File: src/rtl/fpu_rf_sequencer.sv
// Sequences one FP instruction through operand read, FPU execute and RF writeback.
// Optional EXEC watchdog: define FPU_RF_SEQ_WATCHDOG_EN (limit = TIMEOUT_CYCLES, >= 2).
module fpu_rf_sequencer #(
   parameter int TIMEOUT_CYCLES = 64
) (
   input  logic        CLK,
   input  logic        nRST,
   input  logic        issue_valid,
   output logic        issue_ready,
   input  logic [3:0]  issue_op,
   input  logic [4:0]  issue_rs1,
   input  logic [4:0]  issue_rs2,
   input  logic [4:0]  issue_rd,
   input  logic [2:0]  issue_rm,
   output logic [4:0]  f_rs1,
   output logic [4:0]  f_rs2,
   input  logic [31:0] f_rs1_data,
   input  logic [31:0] f_rs2_data,
   input  logic [2:0]  f_frm_out,
   output logic [2:0]  f_frm_in,
   output logic        exe_start,
   output logic [3:0]  exe_op,
   output logic [31:0] exe_a,
   output logic [31:0] exe_b,
   output logic [2:0]  exe_rm,
   input  logic        exe_done,
   input  logic [31:0] exe_result,
   input  logic [4:0]  exe_flags,
   output logic [4:0]  f_rd,
   output logic [31:0] f_w_data,
   output logic        f_wen,
   output logic        f_NV,
   output logic        f_DZ,
   output logic        f_OF,
   output logic        f_UF,
   output logic        f_NX,
   output logic        illegal_rm,
   output logic        exe_timeout,
   output logic        busy
);

   typedef enum logic [1:0] {IDLE, READ, EXEC, WB} state_t;

   state_t      state;
   logic [4:0]  rd_q;
   logic [2:0]  rm_q;
   logic [4:0]  flags_q;
   logic [2:0]  rm_res;
   logic        wd_exp;

   assign issue_ready = (state == IDLE);
   assign busy        = (state != IDLE);
   assign f_frm_in    = f_frm_out;
   assign {f_NV, f_DZ, f_OF, f_UF, f_NX} = flags_q;

   // rm 3'b111 defers to the dynamic frm; 5..7 after resolution are reserved
   always_comb rm_res = (rm_q == 3'b111) ? f_frm_out : rm_q;

`ifdef FPU_RF_SEQ_WATCHDOG_EN
   localparam int CW = $clog2(TIMEOUT_CYCLES);
   logic [CW-1:0] wd_cnt;

   assign wd_exp = (state == EXEC) && !exe_done && (wd_cnt == CW'(TIMEOUT_CYCLES - 1));

   always_ff @(posedge CLK or negedge nRST) begin
      if (!nRST) begin
         wd_cnt      <= '0;
         exe_timeout <= 1'b0;
      end else begin
         exe_timeout <= wd_exp;
         if (state == READ)      wd_cnt <= '0;
         else if (state == EXEC) wd_cnt <= wd_cnt + 1'b1;
      end
   end
`else
   assign wd_exp      = 1'b0;
   assign exe_timeout = 1'b0;
`endif

   always_ff @(posedge CLK or negedge nRST) begin
      if (!nRST) begin
         state      <= IDLE;
         rd_q       <= '0;
         rm_q       <= '0;
         f_rs1      <= '0;
         f_rs2      <= '0;
         exe_start  <= 1'b0;
         exe_op     <= '0;
         exe_a      <= '0;
         exe_b      <= '0;
         exe_rm     <= '0;
         f_rd       <= '0;
         f_w_data   <= '0;
         f_wen      <= 1'b0;
         flags_q    <= '0;
         illegal_rm <= 1'b0;
      end else begin
         illegal_rm <= 1'b0;
         case (state)
            IDLE: if (issue_valid) begin
               // read indices load here so they are already on the RF port during READ
               f_rs1  <= issue_rs1;
               f_rs2  <= issue_rs2;
               rd_q   <= issue_rd;
               rm_q   <= issue_rm;
               exe_op <= issue_op;
               state  <= READ;
            end
            READ: begin
               exe_a <= f_rs1_data;
               exe_b <= f_rs2_data;
               if (rm_res >= 3'd5) begin
                  illegal_rm <= 1'b1;
                  state      <= IDLE;
               end else begin
                  exe_rm    <= rm_res;
                  exe_start <= 1'b1;
                  state     <= EXEC;
               end
            end
            EXEC: begin
               exe_start <= 1'b0;
               if (exe_done) begin
                  f_wen    <= 1'b1;
                  f_rd     <= rd_q;
                  f_w_data <= exe_result;
                  flags_q  <= exe_flags;
                  state    <= WB;
               end else if (wd_exp) begin
                  state <= IDLE;
               end
            end
            WB: begin
               f_wen    <= 1'b0;
               f_rd     <= '0;
               f_w_data <= '0;
               flags_q  <= '0;
               state    <= IDLE;
            end
            default: state <= IDLE;
         endcase
      end
   end

endmodule

File: config.mk
export PLATFORM = sky130hd
export DESIGN_NAME = fpu_rf_sequencer
export DESIGN_NICKNAME = d
export VERILOG_FILES = /design/src/rtl/fpu_rf_sequencer.sv
export SDC_FILE = /design/constraint.sdc
export NUM_CORES = 1
export LEC_CHECK = 0
export BUFFER_PORTS_ARGS = -buffer_cell sky130_fd_sc_hd__buf_2
export CORE_UTILIZATION = 41
export CTS_BUF_LIST = sky130_fd_sc_hd__clkbuf_16
export DETAILED_ROUTE_END_ITERATION = 7
export PLACE_DENSITY = 0.76
export RECOVER_POWER = 100
export SLEW_MARGIN = 10
export SYNTH_ARGS = -nofsm -noshare
export SYNTH_HDL_FRONTEND = slang
export SYNTH_SLANG_ARGS = --single-unit
File: constraint.sdc
create_clock -name CLK -period 1.5 [get_ports CLK]
set_input_delay 0.3 -clock CLK [delete_from_list [all_inputs] [get_ports CLK]]
set_output_delay 0.3 -clock CLK [all_outputs]
set_load 0.01 [all_outputs]
==> flow_summary.ini <==
[final_layout]
areaGrowthSynthToFinish_pct = 35.7
drive_gt1_share_pct = 25.4
fin_util_pct = 57.8
n_antenna_cell = 0
n_fill_cell = 1101
nets = 848

[hold_path]
min-delay-start = f_rs1_data[1]
hold_path_class = in -> reg

[route]
vias_per_cell = 4.73
wirelength_um = 12700
firstDrtPassIters = 4
drtAntennaViolNets = 0
drcViolationCount = 0
vias = 4249
wl_per_cell_um = 14.2
drt_iter0_markers = 277

[logic_synthesis]
ys.flop_type = dfrtp_1
synth_warnings = 0
ys_seq_elements = 136
synth.most_common_cell = nand2_1
synthCells = 457
synth_cell_types = 25
synthTopCellsByArea = dfrtp_1 (66%), nand2_1 (14%), a22o_1 (7.1%)
avgSynthCellArea_um2 = 11.3
synth_nets = 587
synthArstFlopShare_pct = 100
synth_top_area_share_pct = 65.7
syn_area_mm2 = 0.00518
synth_edf_count = 0
synth_common_cells = nand2_1 (199), dfrtp_1 (136), a22o_1 (42), mux2_4 (19), buf_2 (17)
ys_seq_area_share_pct = 65.7
synth_top_area_cell = dfrtp_1

[sta]
worst_pin_slew_ns = 0.851
setup_slack_ns = 0.0825
finalHoldViolCount = 0
finalSetupViolations = 0
rsz0062_at_grt = no
post-route-period-util_pct = 94.5
maxSlewHeadroom_pct = 43.3
fin_crit_ns = 1.42
max_freq_mhz = 705
finalMaxSlewViolations = 0
fin_setup_tns_ns = 0
finalClockSkew_ns = 0.00599

[power]
combPwrFrac_pct = 36.3
irDropWorstVdd_mv = 1.08
intPower_uw = 10100
p_seq_share_pct = 39.6
p_per_area_mw_per_mm2 = 2270
swShare_pct = 36.8
clockPowerShare_pct = 24.1
p_switching_uw = 5880
p_leak_uw = 0.00362

[place]
port_buffers = 260
post-place-ws_ns = 0.0984
hpwl_um = 8890
gp_congestion = 0.748

[run_status]
status = finished, final reports clean

[critical_path]
start_kind = flop
timing.rr.start = state[0]$_DFFE_PN0P_
crit_path_end = busy
r2r-end = rd_q[2]$_DFFE_PN0P_
reg2reg_slack_ns = 0.09
worst-setup-path-type = reg -> out
cp-startpoint = state[0]$_DFFE_PN0P_
cp_data_arrival_time_ns = 1.12
required_ns = 1.20
cp_max_fo = 3
rr_worst_depth = 4
critPathCaptureType = output pin

[floorplan]
dieArea_mm2 = 0.0131
start_util_pct = 42.6
die_y_um = 114
dieWidth_um = 114
fp.coreArea_mm2 = 0.0122
ios = 262
rows = 40

[global_route]
grt_pass1_wl_um = 20000
grt_pass1_vias = 4246
grt_overflow_total = 0
grt_max_degree = 68
antenna_found_initial = 0
track_usage_pct = 19.9

[clocking]
clockBufferDepth = 2
worstSkewPairLatency_ns = 0.40
cts_tree = built
cts.clk_slew.worst_paths_ns = 0.05
cts.root.buffer_cell = clkbuf_16
cts_htree_levels = 4
cts_buffers = 17
clock_sinks = 136

[run]
drv_cap = 0
==> power groups by stage <==
stage                     clock, µW  combinational, µW  sequential [µW]
final                          3850               5800             6330
after global routing           4100               6450             6550
after CTS                      3950               6510             6300
after detailed placement          0               6500             6320
after global placement            0               6240             6270
after floorplan                   0               3090             6990
==> critical path, stage by stage (launching register included) <==
cell and delay, ns:
dfrtp_1 0.41, nor2_4 0.14, inv_2 0.04, buf_6 0.11
==> sequential cells by signal, summed over array words and instances (netlist names), named ones only <==
signal and cells:
exe_a 32, f_rs2 5, flags_q 5, exe_start 1
f_wen 1, state 1, illegal_rm 1, exe_b 32
rd_q 5, f_w_data 32, exe_op 4, f_rd 5
rm_q 3, exe_rm 3, f_rs1 5
==> worst min path at each step <==
stage                                 end  depth (start not counted)
2_1_floorplan  asynchronous set/reset pin                          0
3_3_place_gp      f_w_data[1]$_DFFE_PN0P_                          1
3_5_place_dp      f_w_data[1]$_DFFE_PN0P_                          1
4_1_cts              exe_a[1]$_DFFE_PN0N_                          3
5_1_grt             exe_a[10]$_DFFE_PN0N_                          3
6_report             exe_a[1]$_DFFE_PN0N_                          3
==> metal layers <==
metal,vias up,global-route usage (%),share of wire (%)
li1,2005,-,-
met1,2015,22.1,40
met2,215,33.9,50
met3,14,7.36,9.1
met4,0,8.92,1.5
met5,-,0,0
==> kinds of logic after synthesis <==
| kind of cell | after synthesis | share of synthesized area [%] |
|---|---|---|
| muxes | 22 | 6.16 |
| buffers and inverters | 36 | 4.03 |
| and+or+nand+nor | 206 | 15.3 |
| other | 1 | 0.0724 |
| DFF | 136 | 65.7 |
| AOI/OAI and AO/OA | 56 | 8.74 |
==> through the flow <==
stage | std cells | cell area, µm² | total power [µW] | hold slack, ns
after detailed placement | 865 | 6710 | 12800 | 0.211
after floorplan | 457 | 5180 | 10100 | 0.00441
after global routing | 899 | 7030 | 17100 | 0.0683
after CTS | 898 | 7270 | 16800 | 0.0598
final | 899 | 7030 | 16000 | 0.0823
after global placement | 865 | 6710 | 12500 | 0.204
==> cells in the final DEF (no fill, tap or decap), drive strengths merged, types with 2 or more instances in the layout <==
master and instances:
clkinvlp 2, nand2 199, nor2 3, clkbuf 152, o2111ai 2, o21ai 8, inv 9, bufinv 2
a22o 42, a21oi 2, mux2 22, and2 2, clkinv 6, dfrtp 136, buf 138
==> layout make-up <==
type                            instances  area, µm²  area share [%]
Clock inverter                         15        123            1.74
Tap cell                              168        210            2.99
Multi-Input combinational cell        285       1530            21.8
Inverter                                4       15.0           0.213
Sequential cell                       136       3400            48.4
Timing Repair Buffer                  274       1330            18.9
Clock buffer                           17        425            6.05
==> timing repair <==
item	4_1_cts	5_1_grt
endpoints found under the setup margin	0	2
resized for setup	0	2
hold buffers	1	0
hold endpoints to repair	27	0
buffers inserted	0	0
No activity file was read; power rests on OpenSTA's default activity.
